[config.mk]
export PLATFORM = sky130hd
export DESIGN_NAME = proc_sequencer
export DESIGN_NICKNAME = d
export VERILOG_FILES = /design/src/rtl/proc_sequencer_pkg.sv /design/src/rtl/proc_sequencer_fetch_timer.sv /design/src/rtl/proc_sequencer.sv
export SDC_FILE = /design/constraint.sdc
export NUM_CORES = 1
export LEC_CHECK = 0
export CORE_AREA = 2 2 69 71
export CTS_BUF_LIST = sky130_fd_sc_hd__clkbuf_16
export DETAILED_ROUTE_END_ITERATION = 6
export DIE_AREA = 0 0 71 73
export PLACE_DENSITY = 0.78
export SYNTH_ARGS = -nofsm -noshare
export SYNTH_HDL_FRONTEND = slang
export SYNTH_SLANG_ARGS = --single-unit
[constraint.sdc]
create_clock -name clk -period 2.01 [get_ports clk]
set_clock_uncertainty 0.05 [all_clocks]
set_input_delay 0.402 -clock clk [delete_from_list [all_inputs] [get_ports clk]]
set_output_delay 0.402 -clock clk [all_outputs]
set_load 0.02 [all_outputs]
[src/rtl/proc_sequencer_pkg.sv]
// Shared definitions for the processor sequencer and its control-signal decoder.
package proc_sequencer_pkg;

    typedef logic [3:0] state_t;

    localparam state_t S_IDLE       = 4'd0;
    localparam state_t S_FETCH      = 4'd1;
    localparam state_t S_FETCH_WAIT = 4'd2;
    localparam state_t S_DECODE     = 4'd3;
    localparam state_t S_ULA_OP     = 4'd4;
    localparam state_t S_STORE_RES  = 4'd5;
    localparam state_t S_STORE_REG  = 4'd6;
    localparam state_t S_HALT       = 4'd7;

    localparam logic [3:0] OP_HALT = 4'hF;
    localparam logic [3:0] OP_NOP  = 4'hE;

endpackage

[src/rtl/proc_sequencer_fetch_timer.sv]
// ROM fetch timeout counter. expired is high on the TIMEOUT-th wait cycle,
// so a wait that sees no rom_valid by then is abandoned on that same cycle.
module fetch_timer #(
    parameter int TIMEOUT = 15
) (
    input  logic clk,
    input  logic rst_n,
    input  logic clr,
    input  logic en,
    output logic expired
);

    localparam int CW = (TIMEOUT < 2) ? 1 : $clog2(TIMEOUT + 1);

    logic [CW-1:0] cnt;

    // Count wait cycles; hold once expired so the counter never wraps.
    always_ff @(posedge clk or negedge rst_n) begin
        if (!rst_n)
            cnt <= '0;
        else if (clr)
            cnt <= '0;
        else if (en && !expired)
            cnt <= cnt + 1'b1;
    end

    assign expired = (cnt == CW'(TIMEOUT - 1));

endmodule

[src/rtl/proc_sequencer.sv]
// Main control FSM: fetch handshake, IR, ULA wait, halt/pause, ROM timeout
// fault and retired-instruction count.
module proc_sequencer
    import proc_sequencer_pkg::*;
#(
    parameter int INSTR_W = 16,
    parameter int TIMEOUT = 15,
    parameter int CNT_W   = 16
) (
    input  logic               clk,
    input  logic               rst_n,
    input  logic               run,
    input  logic               resume,
    input  logic               rom_valid,
    input  logic [INSTR_W-1:0] instr_data,
    input  logic               ula_done,
    output logic [3:0]         state,
    output logic [3:0]         opcode,
    output logic [INSTR_W-1:0] ir,
    output logic               halted,
    output logic               fault,
    output logic [CNT_W-1:0]   retired
);

    state_t state_q, state_d;
    logic   tmr_clr, tmr_en, tmr_expired;
    logic   ir_load, retire, fault_set, fault_clr;

    fetch_timer #(.TIMEOUT(TIMEOUT)) u_fetch_timer (
        .clk     (clk),
        .rst_n   (rst_n),
        .clr     (tmr_clr),
        .en      (tmr_en),
        .expired (tmr_expired)
    );

    assign opcode = ir[INSTR_W-1 -: 4];
    assign state  = state_q;

    // State register.
    always_ff @(posedge clk or negedge rst_n) begin
        if (!rst_n)
            state_q <= S_IDLE;
        else
            state_q <= state_d;
    end

    // Next-state logic; run is only looked at on instruction boundaries.
    always_comb begin
        state_d = state_q;
        case (state_q)
            S_IDLE:       if (run) state_d = S_FETCH;
            S_FETCH:      state_d = S_FETCH_WAIT;
            S_FETCH_WAIT: begin
                // A valid word on the expiry cycle still wins over the timeout.
                if (rom_valid)        state_d = S_DECODE;
                else if (tmr_expired) state_d = S_HALT;
            end
            S_DECODE: begin
                if (opcode == OP_HALT)     state_d = S_HALT;
                else if (opcode == OP_NOP) state_d = run ? S_FETCH : S_IDLE;
                else                       state_d = S_ULA_OP;
            end
            S_ULA_OP:     if (ula_done) state_d = S_STORE_RES;
            S_STORE_RES:  state_d = S_STORE_REG;
            S_STORE_REG:  state_d = run ? S_FETCH : S_IDLE;
            S_HALT:       if (resume) state_d = S_FETCH;
            default:      state_d = S_IDLE;
        endcase
    end

    // Per-state strobes for the timer and datapath registers.
    always_comb begin
        tmr_clr   = (state_q == S_FETCH);
        tmr_en    = (state_q == S_FETCH_WAIT) && !rom_valid;
        ir_load   = (state_q == S_FETCH_WAIT) && rom_valid;
        fault_set = (state_q == S_FETCH_WAIT) && !rom_valid && tmr_expired;
        fault_clr = (state_q == S_HALT) && resume;
        retire    = ((state_q == S_DECODE) && ((opcode == OP_HALT) || (opcode == OP_NOP)))
                  || (state_q == S_STORE_REG);
        halted    = (state_q == S_HALT);
    end

    // IR, sticky fault flag and free-running retired counter.
    always_ff @(posedge clk or negedge rst_n) begin
        if (!rst_n) begin
            ir      <= '0;
            fault   <= 1'b0;
            retired <= '0;
        end else begin
            if (ir_load)        ir    <= instr_data;
            if (fault_set)      fault <= 1'b1;
            else if (fault_clr) fault <= 1'b0;
            if (retire)         retired <= retired + 1'b1;
        end
    end

endmodule

# [After elaboration in Yosys (flattened, before gate mapping)]
# Cells that the tools add are included.
[totals] register_bits=41 wordCells=48
[op_classes] addsub=2 n_eq_ne=14 mux=13 n_reduce_logical=14
[ops] cell="$pmux W4 S8" n=1
[ops] cell="$mux W4" n=7
[ops] cell="$add A16 B1 Y16 const B" n=1
[ops] cell="$eq A4 B3 Y1 const B" n=4
[ops] cell="$eq A4 B4 Y1 const B" n=3
[ops] cell="$eq A4 B2 Y1 const B" n=2
[ops] cell="$logic_and A1 B1 Y1" n=6
[ops] cell="$mux W3" n=2
[ops] cell="$ne A2 B2 Y1 const B" n=3
[ops] cell="$add A4 B1 Y4 const B" n=1
[ops] cell="$eq A4 B1 Y1 const B" n=1
[ops] cell="$logic_not A4 Y1" n=1
[ops] cell="$reduce_and A4 Y1" n=1
[ops] cell="$reduce_bool A2 Y1" n=2
[ops] cell="$mux W1" n=3
[ops] cell="$ne A3 B3 Y1 const B" n=1
[ops] cell="$logic_not A1 Y1" n=2
[ops] cell="$logic_or A1 B1 Y1" n=2

# [Depth between registers and ports, before layout]
[logic_depth] depth_word=5 mapped_depth=6 depth_no_buf=6

# [Cells and area by module]
# From an unflattened synthesis, not the netlist that was laid out.
[hier_totals] hier_cells=167 area_unflattened_um2=1961.9
[by_module_without_submodules] mod="proc_sequencer" n_inst=1 cells_per_inst=143 area_per_inst_um2=1740.4
[by_module_without_submodules] mod="fetch_timer" n_inst=1 cells_per_inst=24 area_per_inst_um2=221.5

# [Worst setup path before layout]
# OpenSTA, ideal clock, no wires.
[synth_timing] kind="reg2reg" start="register state_q[1] (netlist: state[1])" end="register ir[0]" arrival_ns=1.490 setup_slack_ns=0.345 path_stages_with_launch=7 path_buffers=3 period_less_slack_ns=1.665 cell_sequence="dfrtp_1 -> buf_6 -> nor2b_4 -> and3_4 -> buf_6 -> buf_6 -> mux2_4"
[synth_between] elab_chain_cells=2
[synth_rtl] item="start, declared" line_no="proc_sequencer.sv:25" text="state_t state_q, state_d;"
[synth_rtl] item="start signal, assigned" line_no="proc_sequencer.sv:45" text="state_q <= state_d;"
[synth_rtl] item="$eq A4 B2 Y1" line_no="proc_sequencer.sv:76" text="ir_load = (state_q == S_FETCH_WAIT) && rom_valid;"
[synth_rtl] item="$logic_and A1 B1 Y1" line_no="proc_sequencer.sv:76"
[synth_rtl] item="end signal, assigned" line_no="proc_sequencer.sv:91" text="if (ir_load) ir <= instr_data;"
[synth_rtl] item="end, declared" line_no="proc_sequencer.sv:19" text="output logic [INSTR_W-1:0] ir,"
# Every way passes these cells.
# A chain may end at the register's enable or synchronous reset.

# [Worst setup path after layout]
[layout_timing] start="register state_q[1] (netlist: state[1])" end="output port halted"
[layout_between] elab_chain_cells=1
[layout_rtl] item="$eq A4 B3 Y1" line_no="proc_sequencer.sv:81" text="halted = (state_q == S_HALT);"
[layout_rtl] item="end, declared" line_no="proc_sequencer.sv:20" text="output logic halted,"
# Every way passes these cells.

==> run summary <==
======================================================================================
Clock slew at the register clock pins of the worst setup and hold paths        0.06 ns
Boundary Pins                                                                       64
Summed instance area of the synthesized netlist                               1950 µm²
Max stage delay on crit path                                                   0.61 ns
Main synth FF type                                                        sky130_fd_sc_hd__dfrtp_1
Setup repair after global routing missed its margin                                 no
Number of gates resized after cts                                                    0
DR vias                                                                           1431
Layout Cells excl Fill                                                             282
Most area-consuming cells after synthesis                                 sky130_fd_sc_hd__dfrtp_1, sky130_fd_sc_hd__mux2_4, sky130_fd_sc_hd__xnor2_1
Share of async-settable or async-resettable flops after synthesis                 1.00
CP max stage cell                                                         sky130_fd_sc_hd__clkdlybuf4s50_1
CTS tree                                                                          done
Critical Path RT                                                               1.56 ns
Warnings from Yosys                                                                  0
Gp weighted congestion                                                           0.825
GRT overflow                                                                         0
Net total in the final layout                                                      252
Number of core rows                                                                 25
Area of the multi-input gates                                                  852 µm²
Cells after DPL                                                                    274
Count of max-cap constraint violations                                               0
Post-synth top area cell                                                  sky130_fd_sc_hd__dfrtp_1
CP cell instances                                                         and3_1 -> clkdlybuf4s50_1
Pwr/cell area                                                              1450 nW/µm²
Overall track demand over capacity in global routing                             0.156
Post-Syn Instances                                                                 164
First-pass GRT wire length                                                     6220 µm
Cell with the most instances after synthesis                              sky130_fd_sc_hd__dfrtp_1
Fraction of final layout cells sized beyond drive strength 1                     0.158
Antenna violations before repair                                                     0
Average wire per standard cell                                                 13.2 µm
Die Footprint                                                                 5180 µm²
CTS hold repair buffers                                                              0
H-Tree Level Count                                                                   2
Horiz. Die Dim                                                                   71 µm
Beginning of the worst register-to-register path                              state[1]
Count of final setup violators                                                       0
CP Launch Type                                                               flip-flop
Count of clock tree sinks                                                           40
Vias in the first global route                                                    1320
Sequential fraction of the synthesis area                                        0.513
DRT Wirelength                                                                 3730 µm
Critical path class                                                       flip-flop to output pin
Synthesized area per cell                                                     11.9 µm²
Minimum setup slack among reg-to-reg paths                                     0.36 ns
# DRC                                                                                0
Netlist cell types                                                                  37
Flops & latches, synth                                                              40
Number of nets with antenna violations after detailed routing                        0
Filler Cell Count                                                                  361
Hold Vio Cnt, Final                                                                  0
Clock Path Buffers                                                                   2
Area added between synthesis and finish                                          41.7%
Footprint of the flip-flops and latches                                       1000 µm²
Post CTS Setup Buffer Count                                                          0
Critical path data arrival time                                                1.46 ns
Depth of the worst register-to-register path                                         4
Static Leakage                                                                 1.15 nW
HP Class                                                                  primary input to asynchronous set/reset pin
CTS Root Cell                                                             sky130_fd_sc_hd__clkbuf_16
CP bufs+invs                                                                         1
Final Cycle Share                                                                0.951
EDFF count, synth                                                                    0
Sum of negative setup slack                                                       0 ns
Drt pass-1 iters                                                                     4
Outcome                                                                      completed
Initial Utilization                                                              0.430
Number of buffers created by CTS                                                     5
Average vias per placed instance                                                  5.07
Number of input and output port buffers inserted                                    62
Worst vdd ir                                                                  0.774 mV
Maximum net fanout on the critical path                                              3
Cell family with most CP delay                                            buffers and inverters
Share of the synthesized area in the top cell type                               0.513
Sort of element at the end of the critical path                             output pin
Crit Reg-Reg Endpoint                                                            ir[3]
Max Transition Viols Final                                                           0
Total nets after synthesis                                                         189
Die Y                                                                            73 µm
Maximum number of pins on one net before global-route repair                        23
Antenna diode count                                                                  0
Commonest cells in the netlist                                            sky130_fd_sc_hd__dfrtp_1, sky130_fd_sc_hd__xnor2_1, sky130_fd_sc_hd__nand2_1, sky130_fd_sc_hd__nand4_1
First-iteration detailed-routing DRC count                                          52
Upper clock frequency limit                                                  0.523 GHz
Clock latency of the later-clocked register in the worst-skew pair             0.28 ns
Placeable core region                                                         4540 µm²
DP Wirelength                                                                  2780 µm
Post-layout min period                                                         1.91 ns
======================================================================================
how the worst max path moves through the flow:
stage / start / endpoint / slack, ns / cells past startpoint
floorplan: state[1] / ir[0] / 0.34 / 6
global placement: rom_valid / ir[5] / 0.16 / 3
detailed placement: rom_valid / u_fetch_timer.cnt[3] / 0.16 / 4
CTS: state[1] / halted / 0.09 / 2
global route: state[1] / halted / 0.05 / 2
finish: state[1] / halted / 0.1 / 2
power by group:
part           internal, mW  total [mW]  switching, mW
Sequential             1.07        1.31          0.237
Combinational         0.971        1.83          0.857
Clock                 0.582       0.886          0.304
Total                  2.62        4.02           1.40
sequential cells by signal (all words and copies together) (netlist names):
signal,count
state,3
u_fetch_timer.cnt,4
fault,1
retired,16
ir,16
final cells by class:
type                       count  area share
multi-input combinational    110       0.308
clock inverter                 3      0.0154
clock buffer                   5      0.0452
timing repair buffer          67       0.241
tap                           54      0.0244
inverter                       3     0.00407
sequential                    40       0.362
metal layers:
| metal | track usage | vias up | share of wire |
|---|---|---|---|
| met5 | 0 | - | 0 |
| li1 | - | 708 | - |
| met2 | 0.258 | 49 | 0.47 |
| met4 | 0.0629 | 0 | 0.014 |
| met3 | 0.0470 | 5 | 0.061 |
| met1 | 0.192 | 669 | 0.45 |
cells by family (layout without fill, tap and decap cells):
| group | count (synthesis) | count (layout) | share of synthesized area |
|---|---|---|---|
| AOI/OAI and AO/OA | 13 | 13 | 0.0442 |
| xor gates and xnor gates | 16 | 16 | 0.0718 |
| adders and majority gates | 3 | 3 | 0.0192 |
| buffers and inverters | 14 | 78 | 0.0506 |
| DFF | 40 | 40 | 0.513 |
| muxes | 19 | 19 | 0.128 |
| other | 1 | 1 | 0.00192 |
| and+or+nand+nor | 58 | 58 | 0.172 |
cell usage in the layout, fill, tap and decap left out, types with 2 or more instances in the layout:
| cell | netlist | layout |
|---|---|---|
| sky130_fd_sc_hd__nor2_1 | 5 | 5 |
| sky130_fd_sc_hd__inv_1 | 3 | 3 |
| sky130_fd_sc_hd__mux2i_1 | 2 | 2 |
| sky130_fd_sc_hd__ha_1 | 3 | 3 |
| sky130_fd_sc_hd__nand3b_1 | 2 | 2 |
| sky130_fd_sc_hd__clkbuf_16 | 0 | 5 |
| sky130_fd_sc_hd__o21ai_2 | 2 | 2 |
| sky130_fd_sc_hd__nand4_1 | 12 | 12 |
| sky130_fd_sc_hd__nand2_1 | 12 | 12 |
| sky130_fd_sc_hd__nand4b_1 | 2 | 2 |
| sky130_fd_sc_hd__o21ai_0 | 4 | 4 |
| sky130_fd_sc_hd__nor3_1 | 3 | 3 |
| sky130_fd_sc_hd__clkdlybuf4s50_1 | 0 | 61 |
| sky130_fd_sc_hd__mux2_2 | 7 | 7 |
| sky130_fd_sc_hd__mux2_4 | 10 | 10 |
| sky130_fd_sc_hd__nand3_1 | 10 | 10 |
| sky130_fd_sc_hd__dfrtp_1 | 40 | 40 |
| sky130_fd_sc_hd__buf_4 | 6 | 4 |
| sky130_fd_sc_hd__and3_1 | 5 | 5 |
| sky130_fd_sc_hd__xnor2_1 | 15 | 15 |
through the flow:
step / power [mW] / instance area [µm²] / hold WS [ns] / worst slack [ns] / util
floorplan: 2.45 / 1950 / 0.0564 / 0.345 / -
global placement: 3.13 / 2600 / 0.327 / 0.163 / 0.573
detailed placement: 3.16 / 2600 / 0.332 / 0.155 / 0.573
CTS: 4.07 / 2770 / 0.0225 / 0.0892 / 0.610
global route: 4.25 / 2770 / 0.0458 / 0.0506 / 0.610
finish: 4.02 / 2770 / 0.0163 / 0.0984 / 0.610
Power figures use the tool's default switching activity.
